## config.mk

```make
export PLATFORM = sky130hd
export DESIGN_NAME = vga_text_renderer
export DESIGN_NICKNAME = d
export VERILOG_FILES = /design/src/rtl/vga_text_renderer.sv
export SDC_FILE = /design/constraint.sdc
export NUM_CORES = 1
export LEC_CHECK = 0
export BUFFER_PORTS_ARGS = -buffer_cell sky130_fd_sc_hd__buf_2
export CORE_MARGIN = 2
export CORE_UTILIZATION = 38
export CTS_CLUSTER_SIZE = 40
export DETAILED_ROUTE_END_ITERATION = 8
export GPL_ROUTABILITY_DRIVEN = 0
export GPL_TIMING_DRIVEN = 0
export PLACE_DENSITY = 0.72
export SYNTH_ARGS = -nofsm -noshare
export SYNTH_HDL_FRONTEND = slang
export SYNTH_SLANG_ARGS = --single-unit
```

## constraint.sdc

```tcl
create_clock -name clk -period 2.9 [get_ports clk]
set_input_delay 0.58 -clock clk [delete_from_list [all_inputs] [get_ports clk]]
set_output_delay 0.58 -clock clk [all_outputs]
set_load 0.03 [all_outputs]
```

## src/rtl/vga_text_renderer.sv

```systemverilog
// vga_text_renderer: text-mode pixel generator fed by the VGA timing encoder.
//
// Ports:
//   clk, rst_n                  pixel clock, synchronous active-low reset
//   x_i, y_i                    encoder pixel counters
//   visible_i, hsync_i, vsync_i encoder video enable and syncs (one cycle behind x_i/y_i)
//   ymax_i                      high throughout the last line of a frame
//   char_addr_o, char_en_o      char RAM read port (1-cycle latency)
//   char_data_i                 {bg IRGB, fg IRGB, code}
//   font_addr_o, font_data_i    font ROM read port {code, glyph row} -> 8 pixels, bit 7 leftmost
//   cursor_en_i, cursor_col_i, cursor_row_i  blinking underline cursor
//   rgb_o, hsync_o, vsync_o, de_o            pixel-aligned video out, five cycles after x_i/y_i
module vga_text_renderer #(
    parameter int COLS         = 80,
    parameter int ROWS         = 30,
    parameter int CHAR_ADDR_W  = 12,
    parameter int BLINK_FRAMES = 30
) (
    input  logic                   clk,
    input  logic                   rst_n,
    input  logic [9:0]             x_i,
    input  logic [9:0]             y_i,
    input  logic                   visible_i,
    input  logic                   hsync_i,
    input  logic                   vsync_i,
    input  logic                   ymax_i,
    output logic [CHAR_ADDR_W-1:0] char_addr_o,
    output logic                   char_en_o,
    input  logic [15:0]            char_data_i,
    output logic [11:0]            font_addr_o,
    input  logic [7:0]             font_data_i,
    input  logic                   cursor_en_i,
    input  logic [6:0]             cursor_col_i,
    input  logic [4:0]             cursor_row_i,
    output logic [11:0]            rgb_o,
    output logic                   hsync_o,
    output logic                   vsync_o,
    output logic                   de_o
);

    localparam int BW = (BLINK_FRAMES > 1) ? $clog2(BLINK_FRAMES) : 1;

    // Per-pixel side information that travels alongside the memory fetches.
    typedef struct packed {
        logic       hit;
        logic       area;
        logic [3:0] row;
        logic [2:0] xbit;
    } tag_t;

    logic                   in_area;
    logic [CHAR_ADDR_W-1:0] char_addr_d, char_addr_q;
    logic                   char_en_d, char_en_q;
    logic [11:0]            font_addr_d, font_addr_q;
    tag_t                   tag_d, t4;
    tag_t                   tag_q [4];
    logic [7:0]             attr_q [2];
    logic [3:0]             hs_q, vs_q, de_q;
    logic                   ymax_q, tick, wrap;
    logic [BW-1:0]          blink_cnt_d, blink_cnt_q;
    logic                   phase_d, phase_q;
    logic                   pix, cursor_on;
    logic [3:0]             nib;
    logic [11:0]            rgb_d, rgb_q;

    // Each channel bit c with intensity I expands to {c, I, c, I}: F, A, 5 or 0.
    function automatic logic [11:0] irgb(input logic [3:0] n);
        return {n[2], n[3], n[2], n[3], n[1], n[3], n[1], n[3], n[0], n[3], n[0], n[3]};
    endfunction

    always_comb begin
        in_area     = (x_i < 10'(COLS * 8)) && (y_i < 10'(ROWS * 16));
        char_en_d   = in_area;
        char_addr_d = in_area ? CHAR_ADDR_W'(y_i[8:4]) * CHAR_ADDR_W'(COLS) + CHAR_ADDR_W'(x_i[9:3]) : '0;
        // Cursor enable is folded into the hit flag so it is sampled with the coordinates.
        tag_d.hit   = cursor_en_i && (x_i[9:3] == cursor_col_i) && (y_i[8:4] == cursor_row_i);
        tag_d.area  = in_area;
        tag_d.row   = y_i[3:0];
        tag_d.xbit  = x_i[2:0];
        font_addr_d = {char_data_i[7:0], tag_q[1].row};
    end

    always_comb begin
        tick        = ymax_i && !ymax_q;
        wrap        = tick && (blink_cnt_q == BW'(BLINK_FRAMES - 1));
        blink_cnt_d = wrap ? '0 : tick ? blink_cnt_q + BW'(1) : blink_cnt_q;
        phase_d     = phase_q ^ wrap;
    end

    always_comb begin
        t4        = tag_q[3];
        pix       = font_data_i[~t4.xbit];
        cursor_on = t4.hit && phase_q && (t4.row[3:1] == 3'b111);
        nib       = (pix || cursor_on) ? attr_q[1][3:0] : attr_q[1][7:4];
        rgb_d     = t4.area ? irgb(nib) : '0;
    end

    always_ff @(posedge clk) begin
        if (!rst_n) begin
            char_addr_q <= '0;
            char_en_q   <= 1'b0;
            font_addr_q <= '0;
            for (int i = 0; i < 4; i++) tag_q[i] <= '0;
            attr_q[0]   <= '0;
            attr_q[1]   <= '0;
            hs_q        <= '1;
            vs_q        <= '1;
            de_q        <= '0;
            ymax_q      <= 1'b0;
            blink_cnt_q <= '0;
            phase_q     <= 1'b0;
            rgb_q       <= '0;
        end else begin
            char_addr_q <= char_addr_d;
            char_en_q   <= char_en_d;
            font_addr_q <= font_addr_d;
            tag_q[0]    <= tag_d;
            for (int i = 1; i < 4; i++) tag_q[i] <= tag_q[i-1];
            attr_q[0]   <= char_data_i[15:8];
            attr_q[1]   <= attr_q[0];
            // Syncs already lag x/y by one cycle, so four stages line them up with rgb.
            hs_q        <= {hs_q[2:0], hsync_i};
            vs_q        <= {vs_q[2:0], vsync_i};
            de_q        <= {de_q[2:0], visible_i};
            ymax_q      <= ymax_i;
            blink_cnt_q <= blink_cnt_d;
            phase_q     <= phase_d;
            rgb_q       <= rgb_d;
        end
    end

    assign char_addr_o = char_addr_q;
    assign char_en_o   = char_en_q;
    assign font_addr_o = font_addr_q;
    assign rgb_o       = rgb_q;
    assign hsync_o     = hs_q[3];
    assign vsync_o     = vs_q[3];
    assign de_o        = de_q[3];

endmodule

```

==> run_results.csv <==
group,metric,value,unit
synth,synth_edf_count,0,
synth,synthCells,297,
timing,relSlewSlack,0.661,
route,ant_nets,0,
clock_network,postCtsSetupBuffers,0,
synth,avgSynthCellArea,11.2,um^2
global_routing,overflow,0,
global_routing,grt_pass1_wl,9.38,mm
global_routing,grt_pass1_vias,2227,
layout,nets,486,
clock_network,cts_buffers,9,
synth,synth_area_leaders,"dfxtp_1, and2_1, xnor2_1",
timing,fmaxAchievable,0.466,GHz
synth,seq_area_frac_synth,0.564,
floorplan,fp.dieArea,9540,um^2
global_routing,grt_use_total,0.124,
synth,ys.flop_type,"dfxtp_1",
worst_hold_path,hold_class,"register to register",
floorplan,die_w,97.7,um
floorplan,io_pins,103,
synth,async_reset_ff_frac,0,
timing,timing.hold.ws,0.406,ns
timing,fin_tns_setup,0,ns
setup_path,cp.arrival,2.42,ns
synth,yosysTopAreaCell,"dfxtp_1",
power_and_ir_drop,leakage,1.92,nW
layout,diodes,0,
clock_network,clk_pin_slew,0.09,ns
synth,netlist_area,3330,um^2
timing,tightest_slew,0.509,ns
route,vias,2259,
setup_path,worstPathRequired,3.18,ns
clock_network,cts.path.max_buffers,2,
floorplan,die_h,97.7,um
global_routing,antenna_found_initial,0,
power_and_ir_drop,ir_drop,0.234,mV
floorplan,num_rows,34,
synth,yosysMostFrequentCell,"dfxtp_1",
power_and_ir_drop,power_density,581,nW/um^2
layout,fill_cells,833,
timing,slew_violations,0,
synth,synth_cell_types,32,
clock_network,cts_tree,"built",
clock_network,clock-root-buffer,"clkbuf_8",
route,post_drt_wl_per_cell,10.9,um
setup_path,setup.worst_path.class,"primary input to register",
clock_network,cts_resized,0,
timing,finalCriticalPeriod,2.15,ns
timing,fin_crit_sh,0.740,
setup_path,crit_top_cell,"ha_1",
synth,synthSimpleGateAreaFrac,0.205,
placed_design,port-buffer-count,102,
placed_design,dp_hpwl,4.50,mm
layout,drive_gt1_frac,0.328,
setup_path,cp_max_fo,5,
synth,synth_compound_area_frac,0.0319,
setup_path,end_kind,"register",
global_routing,grt_max_degree,18,
clock_network,cts_sinks,94,
timing,fin_worst_skew,0.0105,ns
setup_path,start_kind,"primary input",
setup_path,cp_slowest_cell,"fa_1",
setup_path,cp_cell_sequence,"buf_2, ha_1, ha_1, fa_1, xor2_1, nand4b_1, or2_0, mux2i_1",
synth,synth_nets,373,
synth,synthMuxAreaShare,0.0454,
synth,ys_warn_count,0,
floorplan,start_util,0.388,
run_status,outcome,"completed",
setup_path,slowest_delay,0.40,ns
timing,rsz0062_at_grt,"no",
run,cap_violations,0,
clock_network,cts-hold-fix-buffers,0,
synth,synth-seq-cells,94,
clock_network,clk_latency,0.35,ns
timing,hold_viol,0,
synth,synth_commonest_cells,"dfxtp_1, and2_1, xnor2_1",
route,wl,5.72,mm
clock_network,h-tree-depth,3,
timing,setup_violations,0,
layout,synthToLayoutAreaGrowth,25.1,%
floorplan,core-area,8590,um^2
route,firstDrtPassIters,4,
synth,synth_top_area_frac,0.564,
synth,synth_top_family_by_area,"simple AND/OR/NAND/NOR gates",
route,first_iter_violations,36,
synth,yosys.area_share.adder,0.0533,
route,drc,0,
synth,synth_xor_area_frac,0.0578,
route,routed_via_density,4.32,
[through the flow]
| stage | util | instance area (um^2) | worst slack, ns | total power, mW | cells |
|---|---|---|---|---|---|
| after global placement | 0.463 | 3980 | 0.468 | 1.64 | 507 |
| after global routing | 0.486 | 4170 | 0.674 | 2.54 | 523 |
| after floorplan | - | 3330 | 0.741 | 1.55 | 297 |
| after detailed placement | 0.463 | 3980 | 0.401 | 1.65 | 507 |
| after CTS | 0.486 | 4170 | 0.766 | 2.45 | 523 |
| final | 0.486 | 4170 | 0.755 | 2.42 | 523 |
[final timing paths]
path                              startpoint         endpoint  slack [ns]  depth (start not counted)
worst min-delay path                 hs_q[0]          hs_q[1]        0.41                          1
worst max-delay path                  y_i[5]  char_addr_o[10]        0.75                          8
worst max register to register  tag_q[0][28]        rgb_o[10]        1.22                          5
worst min register to register       hs_q[0]          hs_q[1]        0.41                          1
[cell type report]
| cell class | instances | area, um^2 | share of cell area |
|---|---|---|---|
| plain buffers | 22 | 135 | 0.0324 |
| inverters | 2 | 7.51 | 0.00180 |
| flip-flops and latches | 94 | 1880 | 0.451 |
| clock buffers | 10 | 138 | 0.0330 |
| repair buffers | 102 | 510 | 0.122 |
| well taps | 108 | 135 | 0.0324 |
| clock inverters | 6 | 55.1 | 0.0132 |
| multi-input cells | 179 | 1310 | 0.314 |
[routing by layer]
metal | wire, um | share of wire | vias up | GRT usage
met5 | 0 | 0 | - | 0
li1 | - | - | 1181 | -
met4 | 71 | 0.012 | 0 | 0.0481
met1 | 2410 | 0.42 | 1009 | 0.130
met3 | 402 | 0.070 | 5 | 0.0532
met2 | 2830 | 0.49 | 64 | 0.218
[layout by cell type, fill, tap and decap left out, drive strengths merged, types with 2 or more instances in the layout]
master,synthesis,layout
fa,2,2
a21o,4,4
and2,70,70
inv,2,4
xnor2,17,17
nand4,7,7
dfxtp,94,94
nand3,9,9
mux2i,5,5
clkinvlp,0,2
nand2b,8,8
a21oi,6,6
mux2,4,4
mux4,2,2
buf,13,115
nor2b,3,3
clkinv,0,2
o21ai,5,5
ha,11,11
nand2,4,4
xor2,5,5
clkbuf,9,19
and3,2,2
nor2,8,8
[kinds of logic (layout without fill, tap and decap cells)]
logic type | count (synthesis) | in the layout
AOI/OAI and AO/OA | 18 | 18
xor gates and xnor gates | 22 | 22
adders and majority gates | 13 | 13
buffers and inverters | 24 | 142
DFF | 94 | 94
muxes | 11 | 11
and+or+nand+nor | 115 | 115
[report_power, final]
part           switching (mW)  internal, mW  total, mW
registers              0.0133          1.34       1.35
clock network           0.460         0.350      0.810
logic                   0.138         0.124      0.261
[critical path: cells and delay by family]
| kind | cells | cell delay (ns) |
|---|---|---|
| buffers and inverters | 1 | 0.14 |
| and+or+nand+nor | 2 | 0.40 |
| muxes | 1 | 0.12 |
| adders and majority gates | 3 | 0.94 |
| xor gates and xnor gates | 1 | 0.24 |
[sequential cells by signal, summed over array words and instances (netlist names)]
signal and cells:
rgb_o 4, hs_q 4, font_addr_o 12, blink_cnt_q 5
char_addr_o 12, vs_q 4, tag_q 31, phase_q 1
attr_q 16, de_q 4, ymax_q 1
Power figures use the tool's default switching activity.
